**config.mk**
```make
export PLATFORM = sky130hd
export DESIGN_NAME = preamble_gen
export DESIGN_NICKNAME = d
export VERILOG_FILES = /design/src/rtl/preamble_gen.sv
export SDC_FILE = /design/constraint.sdc
export NUM_CORES = 1
export LEC_CHECK = 0
export ABC_AREA = 1
export BUFFER_PORTS_ARGS = -buffer_cell sky130_fd_sc_hd__buf_2
export CORE_AREA = 2 2 188 190
export CTS_CLUSTER_DIAMETER = 200
export CTS_CLUSTER_SIZE = 16
export DETAILED_ROUTE_END_ITERATION = 10
export DIE_AREA = 0 0 190 192
export SYNTH_ARGS = -nofsm -noshare
export SYNTH_HDL_FRONTEND = slang
export SYNTH_SLANG_ARGS = --single-unit
```
**constraint.sdc**
```tcl
create_clock -name clk -period 3.6 [get_ports clk]
set_input_delay 0.54 -clock clk [delete_from_list [all_inputs] [get_ports clk]]
set_output_delay 0.54 -clock clk [all_outputs]
set_load 0.02 [all_outputs]
```
**src/rtl/preamble_gen.sv**
```systemverilog
// preamble_gen: QPSK preamble inserter on the inband TX path.
// Optional guard interval after the chips: define PREAMBLE_GUARD_EN.
module preamble_gen #(
  parameter int MAX_WORDS = 8,
  parameter int GUARD_LEN = 16
) (
  input  logic        clk,
  input  logic        reset,
  input  logic        txstrobe,
  input  logic [15:0] in_real,
  input  logic [15:0] in_img,
  input  logic [31:0] cdata,
  input  logic [2:0]  cstate,
  input  logic        cwrite,
  input  logic        csel,
  input  logic        start,
  output logic [15:0] tx_real,
  output logic [15:0] tx_img,
  output logic        tx_valid,
  output logic        in_hold,
  output logic        busy,
  output logic        done
);

  typedef enum logic [1:0] {
    IDLE,
    SEND,
    GUARD
  } state_t;

  state_t      state_q, state_d;
  logic [6:0]  k_q, k_d;
  logic [31:0] word_q, word_d;
  logic [14:0] amp_q, amp_d;
  logic [6:0]  len_q, len_d;
  logic        fin_q, fin_d;
  logic [15:0] txr_q, txr_d;
  logic [15:0] txi_q, txi_d;
  logic        vld_q, vld_d;
  logic        done_q, done_d;
  logic [31:0] mem [MAX_WORDS];

`ifdef PREAMBLE_GUARD_EN
  localparam int GW = (GUARD_LEN > 1) ? $clog2(GUARD_LEN) : 1;
  logic [GW-1:0] gcnt_q, gcnt_d;
`endif

  logic [1:0]  sym;
  logic [15:0] amp_p;
  logic [15:0] amp_n;
  logic [15:0] chip_r;
  logic [15:0] chip_i;

  assign busy     = (state_q != IDLE);
  assign in_hold  = busy;
  assign tx_real  = txr_q;
  assign tx_img   = txi_q;
  assign tx_valid = vld_q;
  assign done     = done_q;

  assign sym   = {word_q[{1'b1, k_q[3:0]}],
                  word_q[{1'b0, k_q[3:0]}]};
  assign amp_p = {1'b0, amp_q};
  assign amp_n = -amp_p;

  // Coefficient RAM; locked while a sequence is running
  always_ff @(posedge clk) begin
    if (cwrite && !csel && !busy)
      mem[cstate] <= cdata;
  end

  // Map the current chip pair to a QPSK symbol
  always_comb begin
    chip_r = '0;
    chip_i = '0;
    case (sym)
      2'b00:   chip_r = amp_p;
      2'b01:   chip_i = amp_n;
      2'b10:   chip_i = amp_p;
      default: chip_r = amp_n;
    endcase
  end

  // Next-state, word prefetch, config and output sample
  always_comb begin
    state_d = state_q;
    k_d     = k_q;
    word_d  = word_q;
    amp_d   = amp_q;
    len_d   = len_q;
    fin_d   = 1'b0;
    txr_d   = txr_q;
    txi_d   = txi_q;
    vld_d   = 1'b0;
    done_d  = 1'b0;
`ifdef PREAMBLE_GUARD_EN
    gcnt_d  = gcnt_q;
`endif
    if (cwrite && csel && !busy) begin
      amp_d = cdata[30:16];
      len_d = cdata[6:0];
    end
    unique case (state_q)
      IDLE: begin
        if (txstrobe) begin
          txr_d = in_real;
          txi_d = in_img;
          vld_d = 1'b1;
        end
        if (start) begin
          state_d = SEND;
          k_d     = '0;
          word_d  = mem[3'd0];
        end
      end
      SEND: begin
        if (fin_q) begin
          state_d = IDLE;
          done_d  = 1'b1;
        end else if (txstrobe) begin
          txr_d = chip_r;
          txi_d = chip_i;
          vld_d = 1'b1;
          k_d   = k_q + 7'd1;
          if (k_q[3:0] == 4'hF)
            word_d = mem[k_q[6:4] + 3'd1];
          if (k_q == len_q) begin
`ifdef PREAMBLE_GUARD_EN
            state_d = GUARD;
            gcnt_d  = '0;
`else
            fin_d   = 1'b1;
`endif
          end
        end
      end
      GUARD: begin
`ifdef PREAMBLE_GUARD_EN
        if (fin_q) begin
          state_d = IDLE;
          done_d  = 1'b1;
        end else if (txstrobe) begin
          txr_d  = '0;
          txi_d  = '0;
          vld_d  = 1'b1;
          gcnt_d = gcnt_q + 1'b1;
          if (gcnt_q == GW'(GUARD_LEN - 1))
            fin_d = 1'b1;
        end
`else
        state_d = IDLE;
`endif
      end
      default: state_d = IDLE;
    endcase
  end

  // State and output registers
  always_ff @(posedge clk or negedge reset) begin
    if (!reset) begin
      state_q <= IDLE;
      k_q     <= '0;
      word_q  <= '0;
      amp_q   <= 15'h0400;
      len_q   <= 7'd15;
      fin_q   <= 1'b0;
      txr_q   <= '0;
      txi_q   <= '0;
      vld_q   <= 1'b0;
      done_q  <= 1'b0;
`ifdef PREAMBLE_GUARD_EN
      gcnt_q  <= '0;
`endif
    end else begin
      state_q <= state_d;
      k_q     <= k_d;
      word_q  <= word_d;
      amp_q   <= amp_d;
      len_q   <= len_d;
      fin_q   <= fin_d;
      txr_q   <= txr_d;
      txi_q   <= txi_d;
      vld_q   <= vld_d;
      done_q  <= done_d;
`ifdef PREAMBLE_GUARD_EN
      gcnt_q  <= gcnt_d;
`endif
    end
  end

endmodule

```
* Word level (Yosys, flattened, before mapping)
Memory sizes are Yosys's and may differ from the RTL's. Cells that the tools add are included.
Word-level totals: flip-flop bits (word level) 98, output and inout bits 36, input port bits 73, word-level logic and storage cells 79, bits in latches 0, memories 1, memory bits (read-only) 0, bits in writable memories 256
Memory list:
- mem | words 8, bits a word 32, read ports 2, clocked after memory_dff 0, wr ports 1, line 41 | logic [31:0] mem [MAX_WORDS];
Cells by class: add/sub/neg operators 3, div/mod/pow operators 0, reduce and logical (&&, ||, !) cells 15, order comparisons 2, multiplexer cells 37, eq/ne operators 11, bitwise operators 0, shifts and indexed selects 0, multipliers 0
Operator list (number):
- two-way mux 32 bit | 4
- case mux 16 bit (2 select lines) | 4
- two-way mux 16 bit | 6
- case mux 32 bit (2 select lines) | 1
- two-way mux 7 bit | 3
- negator 15 -> 16 bit | 1
- case mux 7 bit (2 select lines) | 1
- two-way mux 1 bit | 12
- != test 2 bit (second input constant) | 6
- binary-select mux 1 bit (select 4 bit) | 2
- AND reduction 4 bit | 2
- adder 7 x 1 -> 7 bit (second input constant) | 1
- == test 7 bit | 1
- less-than comparator 4 x 6 -> 1 bit (second input constant) | 1
- less-than comparator 5 x 6 -> 1 bit (second input constant) | 1
- AND reduction 5 bit | 1
- == test 2 x 1 -> 1 bit (second input constant) | 2
- == test 4 bit (second input constant) | 1
- logical AND 1 bit | 4
- logical NOT 2 bit | 2
- two-way mux 2 bit | 2
- case mux 2 bit (2 select lines) | 1
- nonzero test 2 bit | 2
- adder 3 x 1 -> 3 bit (second input constant) | 1
- 5 further kinds | 6

* Longest topological paths before layout
Gate-level depths: netlist of run 1.
depth in word-level cells 8, mapped depth 17, mapped depth without buffers 15

* Worst setup path after synthesis of run 1
No wires, ideal clock.
kind register to register, start reg state_q[0], end mem mem[0][0] (enable), stages on the path, launching flop included 8, path slack 690 ps, arrival 2489 ps, setup time 421 ps, buffers on the path 2, cells stage by stage dfrtp_1 > buf_6 > inv_4 > buf_4 > nand2_1 > nor2_1 > nand2_1 > nor2_1
On the way: cells in the longest elaborated chain, start to end 5
RTL lines:
- from (decl) | line 31 | state_t state_q, state_d;
- from (signal assigned) | line 175 | state_q <= state_d;
- nonzero test 2 bit | line 54 | assign busy = (state_q != IDLE);
- logical NOT 1 bit | line 68 | if (cwrite && !csel && !busy)
- logical AND 1 bit | line 68
- two-way mux 1 bit | line 68
- two-way mux 1 bit (implied by the code) | line 69 | mem[cstate] <= cdata;
- to (decl) | line 41
Every way passes these cells.

* Worst setup path after layout of run 1
start reg k_q[0], end reg txi_q[1] (netlist: tx_img[1])
On the way: cells in the longest elaborated chain, start to end 7
RTL lines:
- from (decl) | line 32 | logic [6:0] k_q, k_d;
- from (signal assigned) | line 176 | k_q <= k_d;
- binary-select mux 1 bit (select 4 bit) (on tied branches) | line 62, 61
- two-way mux 1 bit (on tied branches) | line 62, 61
- == test 2 bit / == test 2 x 1 -> 1 bit (equally long branches) | line 76 | case (sym)
- case mux 16 bit (2 select lines) (*) | line 76
- two-way mux 16 bit (*) | line 120 | end else if (txstrobe) begin
- two-way mux 16 bit (*) | line 117 | if (fin_q) begin
- case mux 16 bit (2 select lines) (*) | line 103 | unique case (state_q)
- to (signal assigned) | line 182 | txi_q <= txi_d;
- to (decl) | line 38 | logic [15:0] txi_q, txi_d;
Every way passes the cells marked *; elsewhere a longest branch is shown, timed or not. The select of a mux whose other input is x is not followed. A chain may end at the register's enable or synchronous reset.

==> flow_metrics.tcl, run 1 <==
set metrics [dict create \
    number_of_flip_flops_and_latches_in_the_synthesized_netlist 353 \
    most_frequently_used_cell_type_in_the_post_synthesis_netlist "nor2_1" \
    timing.fmax_ghz 0.350 \
    power.share.switching_pct 40.1 \
    worstPathArrival_ns 3.30 \
    yosysTopAreaCellShare_pct 50.3 \
    ys_top_cells_by_area "edfxtp_1 50%, dfrtp_1 15%, nor2_1 9.4%" \
    timing.final.setup_violations 0 \
    comb_power_share_pct 38.9 \
    layout_worst_path_cycle_share_pct 79.5 \
    post-synth-top-area-cell "edfxtp_1" \
    finalClockSkew_ns 0.0159 \
    cts.reportedPaths.clkPinSlew_ns 0.08 \
    grt_antenna_before_repair 1 \
    power.leakage_nw 6.48 \
    wl_per_cell_microns 19.1 \
    port_buffers 108 \
    reg2reg_depth 13 \
    area_delta_synth_final_pct 11.5 \
    dp.final_hpwl_mm 22.8 \
    internal-power_mw 8.13 \
    core.rowCount 68 \
    avgSynthCellArea_sq_um 10.4 \
    worst_skew_pair.late_latency_ns 0.54 \
    number_of_cells_produced_by_synthesis 1469 \
    vias 10900 \
    unrepaired_setup_endpoints_after_global_routing "no" \
    grt_overflow_total 0 \
    clock_power_share_pct 20.5 \
    cts.repair_timing.setup_buffer_count 0 \
    whs_ns 0.107 \
    viasPerCell 5.38 \
    crit_path_cell_trace "clkinv_1 -> o21ai_0 -> o22ai_1 -> o21ai_0 -> nand2_1 -> inv_1 -> ha_1 -> nand3_1 -> inv_1 -> a22oi_1 -> nand3_1 -> o21ai_0 -> inv_1" \
    global_route.usage.total_pct 21.3 \
    crit_slowest_cell "dfrtp_1" \
    ys_dominant_reg_cell "edfxtp_1" \
    ant_nets 0 \
    gpl.final_weighted_congestion 0.878 \
    timing.max_cap.violations 0 \
    total_clock_buffers_created_by_cts 26 \
    worst_slew_pin_slew_ns 0.876 \
    clock_tree_from_tritoncts "done" \
    finalPower_mw 13.6 \
    run_status "finished, final reports clean" \
    asyncSetResetFlopFracSynth_pct 27.5 \
    largest_fanout_of_any_net_on_the_critical_path 18 \
    yosysSeqAreaShare_pct 66.2 \
    yosysUniqueCellTypes 40 \
    postSynthNetCount 1549 \
    power_frac_seq_pct 40.5 \
    maximum_number_of_pins_on_one_net_before_global_route_repair 81 \
    dieWidth_microns 190 \
    final_net_count 1626 \
    yosysWarningCount 0 \
    slowest_delay_ns 0.35 \
    wl_mm 38.6 \
    first_pass_grt_wire_length_mm 60.2 \
    initial_core_util_pct 44.6 \
    detailedRoute.firstPassIterationCount 5 \
    endpoints_failing_hold 0 \
    htreeDepth 1 \
    design.core.area_sq_mm 0.0343 \
    clock_path_buffers 3 \
    worst_setup_path_end_kind "register" \
    fill_cells 3104 \
    worst_setup_start_kind "register" \
    drive_above_1_share_pct 13.0 \
    chipHeight_microns 192 \
    tritoncts_num_sinks 353 \
    multi_input_comb_area_sq_mm 0.00461 \
    timing.final.ws_setup_ns 0.740 \
    worstPathRequired_ns 4.04 \
    slew_headroom_pct 41.6 \
    p_switching_mw 5.44 \
    top_level_ports 109 \
    power.density_mw_per_mm2 796 \
    die_area_sq_mm 0.0365 \
    totalNegativeSetupSlack_ns 0 \
    drv_slew 0 \
    vdd_drop_max_uv 573 \
    pre_cts_ws_ns 0.805 \
    first_iter_violations 927 \
    drcViolationCount 0 \
    grt_pass1_vias 10500 \
    post_cts.resized_instances 0 \
    start_to_end_type_of_the_worst_setup_path "reg2reg" \
    ctsHoldBuffers 0 \
    yosys-top-cells-count "383 x nor2_1, 256 x edfxtp_1, 159 x o21ai_0, 130 x nand3_1, 123 x nand2_1" \
    min_clock_period_post_route_ns 2.86 \
    clk_root_buffer_cell "clkbuf_16" \
    post_synth_instance_area_sq_mm 0.0153 \
    timing.hold.worst.class "in2async" \
    synth_enable_flop_cells 256 \
    seq_area_sq_mm 0.0101 \
]
-- registers in the layout, summed over array words and instances (netlist names) --
signal,count
mem,256
word_q,32
tx_img,16
tx_real,16
amp_q,15
k_q,7
len_q,7
done,1
fin_q,1
state_q,1
tx_valid,1
-- cell type report --
cell class,count,area share (%)
Antenna cell,1,0.0147
Sequential cell,353,59.4
Clock buffer,46,4.38
Multi-Input combinational cell,982,27.1
Tap cell,455,3.34
Clock inverter,1,0.0955
Timing Repair Buffer,134,4.55
Inverter,49,1.12
-- per-layer routing --
| metal | track usage (%) | routed length, microns | vias to the layer above |
|---|---|---|---|
| met4 | 5.28 | 833 | 0 |
| met1 | 29.7 | 17200 | 5263 |
| met5 | 0 | 0 | - |
| met3 | 2.85 | 2370 | 55 |
| met2 | 35.5 | 18100 | 340 |
| li1 | - | - | 5220 |
-- cells in the final DEF, fill, tap and decap left out, types with 2 or more instances in the layout --
cell type,Yosys,routed
nand3_1,130,130
nand2_4,2,2
a21oi_1,120,120
inv_4,2,2
nor2_1,383,375
buf_2,35,107
a211oi_1,8,8
a22oi_1,2,2
xnor2_1,6,6
clkbuf_16,0,27
xor2_1,6,6
nand2_2,2,2
o22ai_1,4,4
nand2_1,123,123
clkbuf_1,27,19
nor2_2,2,2
nand4_1,2,2
buf_12,0,3
a31oi_1,7,7
inv_2,5,4
dfrtp_1,92,90
ha_1,7,6
dfstp_2,5,5
nor2_4,1,9
edfxtp_1,256,256
inv_1,41,41
nor3_1,2,2
mux2_2,7,7
buf_4,14,24
o21ai_0,159,159
-- through the flow --
step	cells	area (sq um)	util, %
detailed placement	1973	16300	47.5
finish	2021	17000	49.7
CTS	2020	17000	49.7
global placement	1973	16300	47.5
floorplan	1469	15300	-
global route	2021	17000	49.7
-- critical path, delay by kind of cell, from the launching register on --
kind	cells	cell delay (ns)
fa+ha+maj	1	0.25
compound gates	5	0.86
flops	1	0.35
simple gates	3	0.57
buf+inv	4	0.71
-- worst paths after layout --
path,start,endpoint,slack [ns]
worst max-delay path,k_q[0],tx_img[1],0.74
worst min-delay path,reset,state_q[0],0.11
worst max register to register,k_q[0],tx_img[1],0.74
worst min register to register,tx_real[9],tx_real[9],0.48
max in group asynchronous,reset,amp_q[10],2.66
min in group clk,in_real[2],tx_real[2],0.24
-- kinds of logic (layout without fill, tap and decap cells) --
group,Yosys count,count (layout),synth area share (%)
adders and majority gates,7,7,0.573
xor gates and xnor gates,13,13,0.794
buffers and inverters,134,230,4.05
and+or+nand+nor,652,652,17.6
other,0,1,0
muxes,7,7,0.516
AOI/OAI and AO/OA,303,303,10.2
DFF,353,353,66.2
-- power groups by stage --
stage	Clock, mW	Sequential (mW)	Combinational [mW]
2_1_floorplan	0	5.51	3.79
3_3_place_gp	0	5.57	5.22
3_5_place_dp	0	5.57	5.29
4_1_cts	2.84	5.49	5.31
5_1_grt	2.98	5.57	6.02
6_report	2.79	5.50	5.28
Power figures use the tool's default switching activity.
==> run 2, diff against run 1 <==
==> constraint.sdc (replaced) <==
create_clock -name clk -period 2.75 [get_ports clk]
set_input_delay 0.4125 -clock clk [delete_from_list [all_inputs] [get_ports clk]]
set_output_delay 0.4125 -clock clk [all_outputs]
set_load 0.02 [all_outputs]
==> flow_metrics.tcl, run 2 (synthesized netlist as in run 1, its figures left out) <==
set metrics [dict create \
    run_status "finished, final reports clean" \
    reg2reg_depth 14 \
    clock_path_buffers 3 \
    critical_path_source "k_q[1]" \
    vias 10900 \
    n_antenna_cell 0 \
    vdd_drop_max_uv 623 \
    area_delta_synth_final_pct 12.7 \
    r2r_setup_slack_ns 0.25 \
    grt_overflow_total 0 \
    final_net_count 1634 \
    timing.hold.worst.class "in2reg" \
    worstPathArrival_ns 2.94 \
    placed_cell_area_sq_mm 0.0164 \
    wl_per_cell_microns 19.1 \
    layout.cells.most_common_list "374 x nor2_1, 256 x edfxtp_1, 159 x o21ai_0, 130 x nand3_1, 123 x nand2_1" \
    finalClockSkew_ns 0.0120 \
    dieWidth_microns 190 \
    largest_register "mem" \
    timing.rr.end "tx_img[14]" \
    design.core.area_sq_mm 0.0343 \
    totalNegativeSetupSlack_ns 0 \
    maximum_number_of_pins_on_one_net_before_global_route_repair 96 \
    largest_fanout_of_any_net_on_the_critical_path 10 \
    drcViolationCount 0 \
    chipHeight_microns 192 \
    drv_slew 0 \
    critical_path.reg2reg.startpoint "k_q[1]" \
    unrepaired_setup_endpoints_after_global_routing "no" \
    gpl.final_weighted_congestion 0.850 \
    detailedRoute.firstPassIterationCount 5 \
    worst_slew_pin_slew_ns 0.795 \
    clock_tree_from_tritoncts "done" \
    port_buffers 108 \
    tritoncts_num_sinks 353 \
    initial_core_util_pct 44.6 \
    drive_above_1_share_pct 13.5 \
    power.density_mw_per_mm2 1040 \
    holdCritStartpoint "in_real[2]" \
    cts.reportedPaths.clkPinSlew_ns 0.08 \
    worst_skew_pair.late_latency_ns 0.55 \
    dp.final_hpwl_mm 23.2 \
    ant_nets 0 \
    largest_register_ff_count 256 \
    endpoints_failing_hold 0 \
    biggestRegsByFlops "mem: 256 flops, word_q: 32 flops" \
    layout_commonest_cell "nor2_1" \
    die_area_sq_mm 0.0365 \
    viasPerCell 5.36 \
    clk_root_buffer_cell "clkbuf_16" \
    slew_headroom_pct 46.9 \
    holdPathEnd "tx_real[2]" \
    start_to_end_type_of_the_worst_setup_path "reg2reg" \
    timing.fmax_ghz 0.399 \
    power.leakage_nw 6.55 \
    worstHoldPathCells 3 \
    first_pass_grt_wire_length_mm 60.9 \
    worst_setup_start_kind "register" \
    core.rowCount 68 \
    grt_antenna_before_repair 0 \
    layout_worst_path_cycle_share_pct 91.1 \
    timing.max_cap.violations 0 \
    cts.repair_timing.setup_buffer_count 0 \
    top_level_ports 109 \
    first_iter_violations 816 \
    finish.instance_area_sq_mm 0.0172 \
    timing.final.setup_violations 0 \
    worst_setup_path_end_kind "register" \
    global_route.usage.total_pct 21.5 \
    wl_mm 38.7 \
    htreeDepth 1 \
    total_clock_buffers_created_by_cts 26 \
    worstPathRequired_ns 3.19 \
    grt_pass1_vias 10600 \
    min_clock_period_post_route_ns 2.50 \
]
## run 2: cell types whose count changed in the layout (fill, tap and decap cells not counted), sizes merged
cell | previous run | this run
diode | 1 | 0
clkinv | 2 | 3
buf | 134 | 141
dlygate4sd3 | 0 | 1
## run 2: what timing repair did
| item | 4_1_cts | 5_1_grt |
|---|---|---|
| hold buffers | 1 | 0 |
| endpoints found under the hold margin | 43 | 0 |
| setup endpoints to repair | 0 | 10 |
| gates resized for setup | 0 | 1 |
## run 2: per-layer routing
metal,track usage (%),share of wire [%],wire (microns),up-vias
met2,36.0,47,18300,258
met4,4.44,1.8,705,0
met1,30.1,46,17900,5329
met5,0,0,0,-
met3,2.83,4.9,1900,47
li1,-,-,-,5238
## run 2: area by class of cell
type / instances / area (sq um)
Fill cell: 3101 / 17100
Sequential cell: 353 / 10100
Multi-Input combinational cell: 982 / 4610
Timing Repair Buffer: 142 / 963
Clock buffer: 46 / 727
Tap cell: 455 / 569
Inverter: 49 / 190
Clock inverter: 2 / 32.5
## run 2: through the flow
stage	instances	utilization (%)	power (mW)	setup WS [ns]	hold slack, ns
after detailed placement	1980	48.0	14.4	0.205	0.462
after global placement	1980	48.0	14.3	0.325	0.459
after global routing	2029	50.2	19.3	0.00852	0.118
after floorplan	1469	-	12.2	-0.160	0.117
after CTS	2029	50.2	18.1	0.185	0.0927
final	2029	50.2	17.9	0.246	0.117
## run 2: power breakdown
| part | leakage, nW | internal (mW) | total, mW | switching [mW] |
|---|---|---|---|---|
| registers | 3.43 | 6.46 | 7.16 | 0.699 |
| logic | 2.76 | 2.46 | 7.16 | 4.71 |
| clock network | 0.361 | 1.81 | 3.61 | 1.80 |
| total | 6.55 | 10.7 | 17.9 | 7.21 |
## run 2: worst max path at each step
stage | endpoint | cells after the start
3_3_place_gp | tx_img[9] | 14
5_1_grt | tx_img[6] | 14
3_5_place_dp | tx_img[14] | 14
2_1_floorplan | mem[0][0] | 7
6_report | tx_img[14] | 14
4_1_cts | tx_img[6] | 14
## run 2: worst max-delay path: stages (launching register included)
cell and delay (ns):
dfrtp_1 0.51, nand2_1 0.24, inv_1 0.08, nand3_1 0.07, nand2_1 0.05, a31oi_1 0.14
nand2_1 0.07, nand2_1 0.13, inv_1 0.08, ha_1 0.31, nand3_1 0.13, buf_4 0.19
nor2_1 0.06, a211oi_1 0.22, a21oi_1 0.09
==> run 3, diff against run 2 <==
--- a/config.mk
+++ b/config.mk
@@ -5,7 +5,6 @@
 export SDC_FILE = /design/constraint.sdc
 export NUM_CORES = 1
 export LEC_CHECK = 0
-export ABC_AREA = 1
 export BUFFER_PORTS_ARGS = -buffer_cell sky130_fd_sc_hd__buf_2
 export CORE_AREA = 2 2 188 190
 export CTS_CLUSTER_DIAMETER = 200
==> flow_metrics.tcl, run 3 <==
set metrics [dict create \
    total_clock_buffers_created_by_cts 26 \
    yosysTopAreaCellShare_pct 50.4 \
    port_buffers 108 \
    min_clock_period_post_route_ns 2.71 \
    finalClockSkew_ns 0.0162 \
    layout_worst_path_cycle_share_pct 98.6 \
    final_net_count 1231 \
    timing.hold.worst.class "in2reg" \
    endpoints_failing_hold 0 \
    run_status "finished, final reports clean" \
    drv_slew 0 \
    clk_root_buffer_cell "clkbuf_16" \
    worstPathArrival_ns 3.13 \
    yosys-top-cells-count "256 x edfxtp_1, 92 x dfrtp_1, 57 x o21ai_0, 53 x nor3_1, 52 x mux4_2" \
    p_switching_mw 5.31 \
    ys_top_cells_by_area "edfxtp_1 50%, dfrtp_1 15%, mux4_2 7.7%" \
    power.leakage_nw 6.26 \
    yosysUniqueCellTypes 65 \
    fill_cells 2902 \
    grt_antenna_before_repair 1 \
    post-synth-top-area-cell "edfxtp_1" \
    multi_input_comb_area_sq_mm 0.00501 \
    detailedRoute.firstPassIterationCount 5 \
    gpl.final_weighted_congestion 0.872 \
    layout.cells.most_common_list "256 x edfxtp_1, 107 x buf_2, 91 x dfrtp_1, 53 x o21ai_0, 52 x mux4_2" \
    slew_headroom_pct 55.0 \
    totalNegativeSetupSlack_ns 0 \
    timing.fmax_ghz 0.369 \
    clock_power_share_pct 22.8 \
    chipHeight_microns 192 \
    timing.max_cap.violations 0 \
    largest_register "mem" \
    ant_nets 0 \
    design.core.area_sq_mm 0.0343 \
    internal-power_mw 10.7 \
    power.density_mw_per_mm2 900 \
    most_frequently_used_cell_type_in_the_post_synthesis_netlist "edfxtp_1" \
    drive_above_1_share_pct 29.2 \
    holdPathEnd "tx_img[0]" \
    area_delta_synth_final_pct 16.6 \
    comb_power_share_pct 32.5 \
    postSynthNetCount 1110 \
    ys_dominant_reg_cell "edfxtp_1" \
    worstHoldPathCells 3 \
    seq_area_sq_mm 0.0101 \
    power_frac_seq_pct 44.7 \
    r2r_setup_slack_ns 0.04 \
    worst_setup_start_kind "register" \
    unrepaired_setup_endpoints_after_global_routing "yes" \
    wl_mm 37.2 \
    number_of_cells_produced_by_synthesis 1030 \
    top_level_ports 109 \
    core.rowCount 68 \
    worst_skew_pair.late_latency_ns 0.54 \
    number_of_flip_flops_and_latches_in_the_synthesized_netlist 353 \
    placed_cells 1574 \
    tritoncts_num_sinks 353 \
    yosysSeqAreaShare_pct 66.4 \
    first_pass_grt_wire_length_mm 56.5 \
    asyncSetResetFlopFracSynth_pct 27.5 \
    die_area_sq_mm 0.0365 \
    power.share.switching_pct 33.3 \
    dp.final_hpwl_mm 23.2 \
    start_to_end_type_of_the_worst_setup_path "reg2reg" \
    fin_cells 1627 \
    global_route.usage.total_pct 20.4 \
    viasPerCell 5.80 \
    htreeDepth 1 \
    dieWidth_microns 190 \
    vdd_drop_max_uv 549 \
    avgSynthCellArea_sq_um 14.8 \
    critical_path.reg2reg.startpoint "k_q[0]" \
    timing.final.setup_violations 0 \
    yosysWarningCount 0 \
    drcViolationCount 0 \
    worst_slew_pin_slew_ns 0.670 \
    grt_overflow_total 0 \
    grt_pass1_vias 9144 \
    worst_setup_path_end_kind "register" \
    maximum_number_of_pins_on_one_net_before_global_route_repair 73 \
    worstPathRequired_ns 3.17 \
    wl_per_cell_microns 22.9 \
    clock_path_buffers 3 \
    post_synth_instance_area_sq_mm 0.0152 \
    initial_core_util_pct 44.4 \
    reg2reg_depth 12 \
    vias 9430 \
    holdCritStartpoint "in_img[0]" \
    layout_commonest_cell "edfxtp_1" \
    timing.rr.end "tx_real[4]" \
    first_iter_violations 708 \
    biggestRegsByFlops "mem: 256 flops, word_q: 32 flops" \
    largest_register_ff_count 256 \
    cts.reportedPaths.clkPinSlew_ns 0.08 \
    synth_enable_flop_cells 256 \
    clock_tree_from_tritoncts "done" \
    largest_fanout_of_any_net_on_the_critical_path 13 \
]
-- run 3: changes by cell type after synthesis, moves of 30 or more --
cell and delta:
mux2i_1 +42, nand2_1 -99, nor2_1 -335, mux4_2 +52, or3_1 +34, nand3_1 -120
o21ai_0 -102, inv_1 -31, a21oi_1 -78, mux2_2 +30, nor3_1 +51
-- run 3: critical path: stages, from the launching register on --
cell	delay, ns
dfrtp_1	0.44
clkbuf_16	0.19
mux2i_1	0.14
a221oi_2	0.32
o21ai_1	0.16
buf_4	0.16
nand2_1	0.17
ha_4	0.18
nor2b_1	0.04
buf_4	0.19
a21o_1	0.18
a221oi_2	0.28
o21ai_0	0.13
-- run 3: per-stage QoR --
stage | total power, mW | instance area [sq um] | hold slack [ns] | setup WS (ns) | util, %
after detailed placement | 11.8 | 16800 | 0.459 | -0.0574 | 48.9
after global placement | 11.8 | 16800 | 0.458 | -0.0287 | 48.9
after floorplan | 10.1 | 15300 | 0.117 | -0.238 | -
after global routing | 16.8 | 17800 | 0.118 | -0.0576 | 51.8
after CTS | 15.6 | 17600 | 0.110 | 0.00568 | 51.3
final | 16.0 | 17800 | 0.133 | 0.0373 | 51.8
-- run 3: what timing repair did --
| action | in CTS | in global routing |
|---|---|---|
| hold buffers | 1 | 0 |
| endpoints found under the hold margin | 37 | 0 |
| pin swaps | 0 | 17 |
| resized for setup | 9 | 27 |
| endpoints found under the setup margin | 7 | 24 |
| gates cloned | 0 | 1 |
| buffers inserted | 1 | 1 |
-- run 3: kinds of logic (layout without fill, tap and decap cells) --
| logic type | Yosys count | after routing | synth area share (%) |
|---|---|---|---|
| xor+xnor | 14 | 14 | 0.805 |
| simple gates | 237 | 237 | 8.31 |
| mux | 131 | 131 | 13.2 |
| compound gates | 198 | 198 | 8.17 |
| buf+inv | 90 | 231 | 2.55 |
| other cells | 0 | 1 | 0 |
| flops | 353 | 353 | 66.4 |
| fa+ha+maj | 7 | 7 | 0.575 |
-- run 3: worst max-delay path by stage --
stage               start    endpoint  slack [ns]  cells past startpoint
3_5_place_dp       k_q[0]  tx_img[14]       -0.06                      9
5_1_grt            k_q[0]  tx_real[4]       -0.06                     12
6_report           k_q[0]  tx_real[4]        0.04                     12
4_1_cts            k_q[0]   tx_img[3]       0.006                     10
3_3_place_gp       k_q[0]  tx_img[14]       -0.03                      9
2_1_floorplan  state_q[0]   mem[6][0]       -0.24                      4
-- run 3: cell type report --
| class | instances | area share [%] |
|---|---|---|
| well taps | 455 | 3.20 |
| diodes | 1 | 0.0141 |
| clock inverters | 1 | 0.0916 |
| repair buffers | 173 | 7.02 |
| clock buffers | 47 | 4.23 |
| multi-input cells | 587 | 28.2 |
| flip-flops and latches | 353 | 57.0 |
| inverters | 10 | 0.211 |
-- run 3: routing by layer --
metal,wire length [microns],share of wire (%),global-route usage (%)
met5,11,0.030,0
met4,959,2.6,5.52
met3,2400,6.5,2.92
met2,17000,46,32.3
met1,16900,45,29.7
-- run 3: power groups by stage --
stage | Sequential (mW) | Combinational (mW) | Clock [mW]
CTS | 7.12 | 4.72 | 3.74
floorplan | 7.13 | 2.98 | 0
finish | 7.14 | 5.20 | 3.64
detailed placement | 7.24 | 4.61 | 0
global route | 7.22 | 5.63 | 3.93
global placement | 7.22 | 4.55 | 0
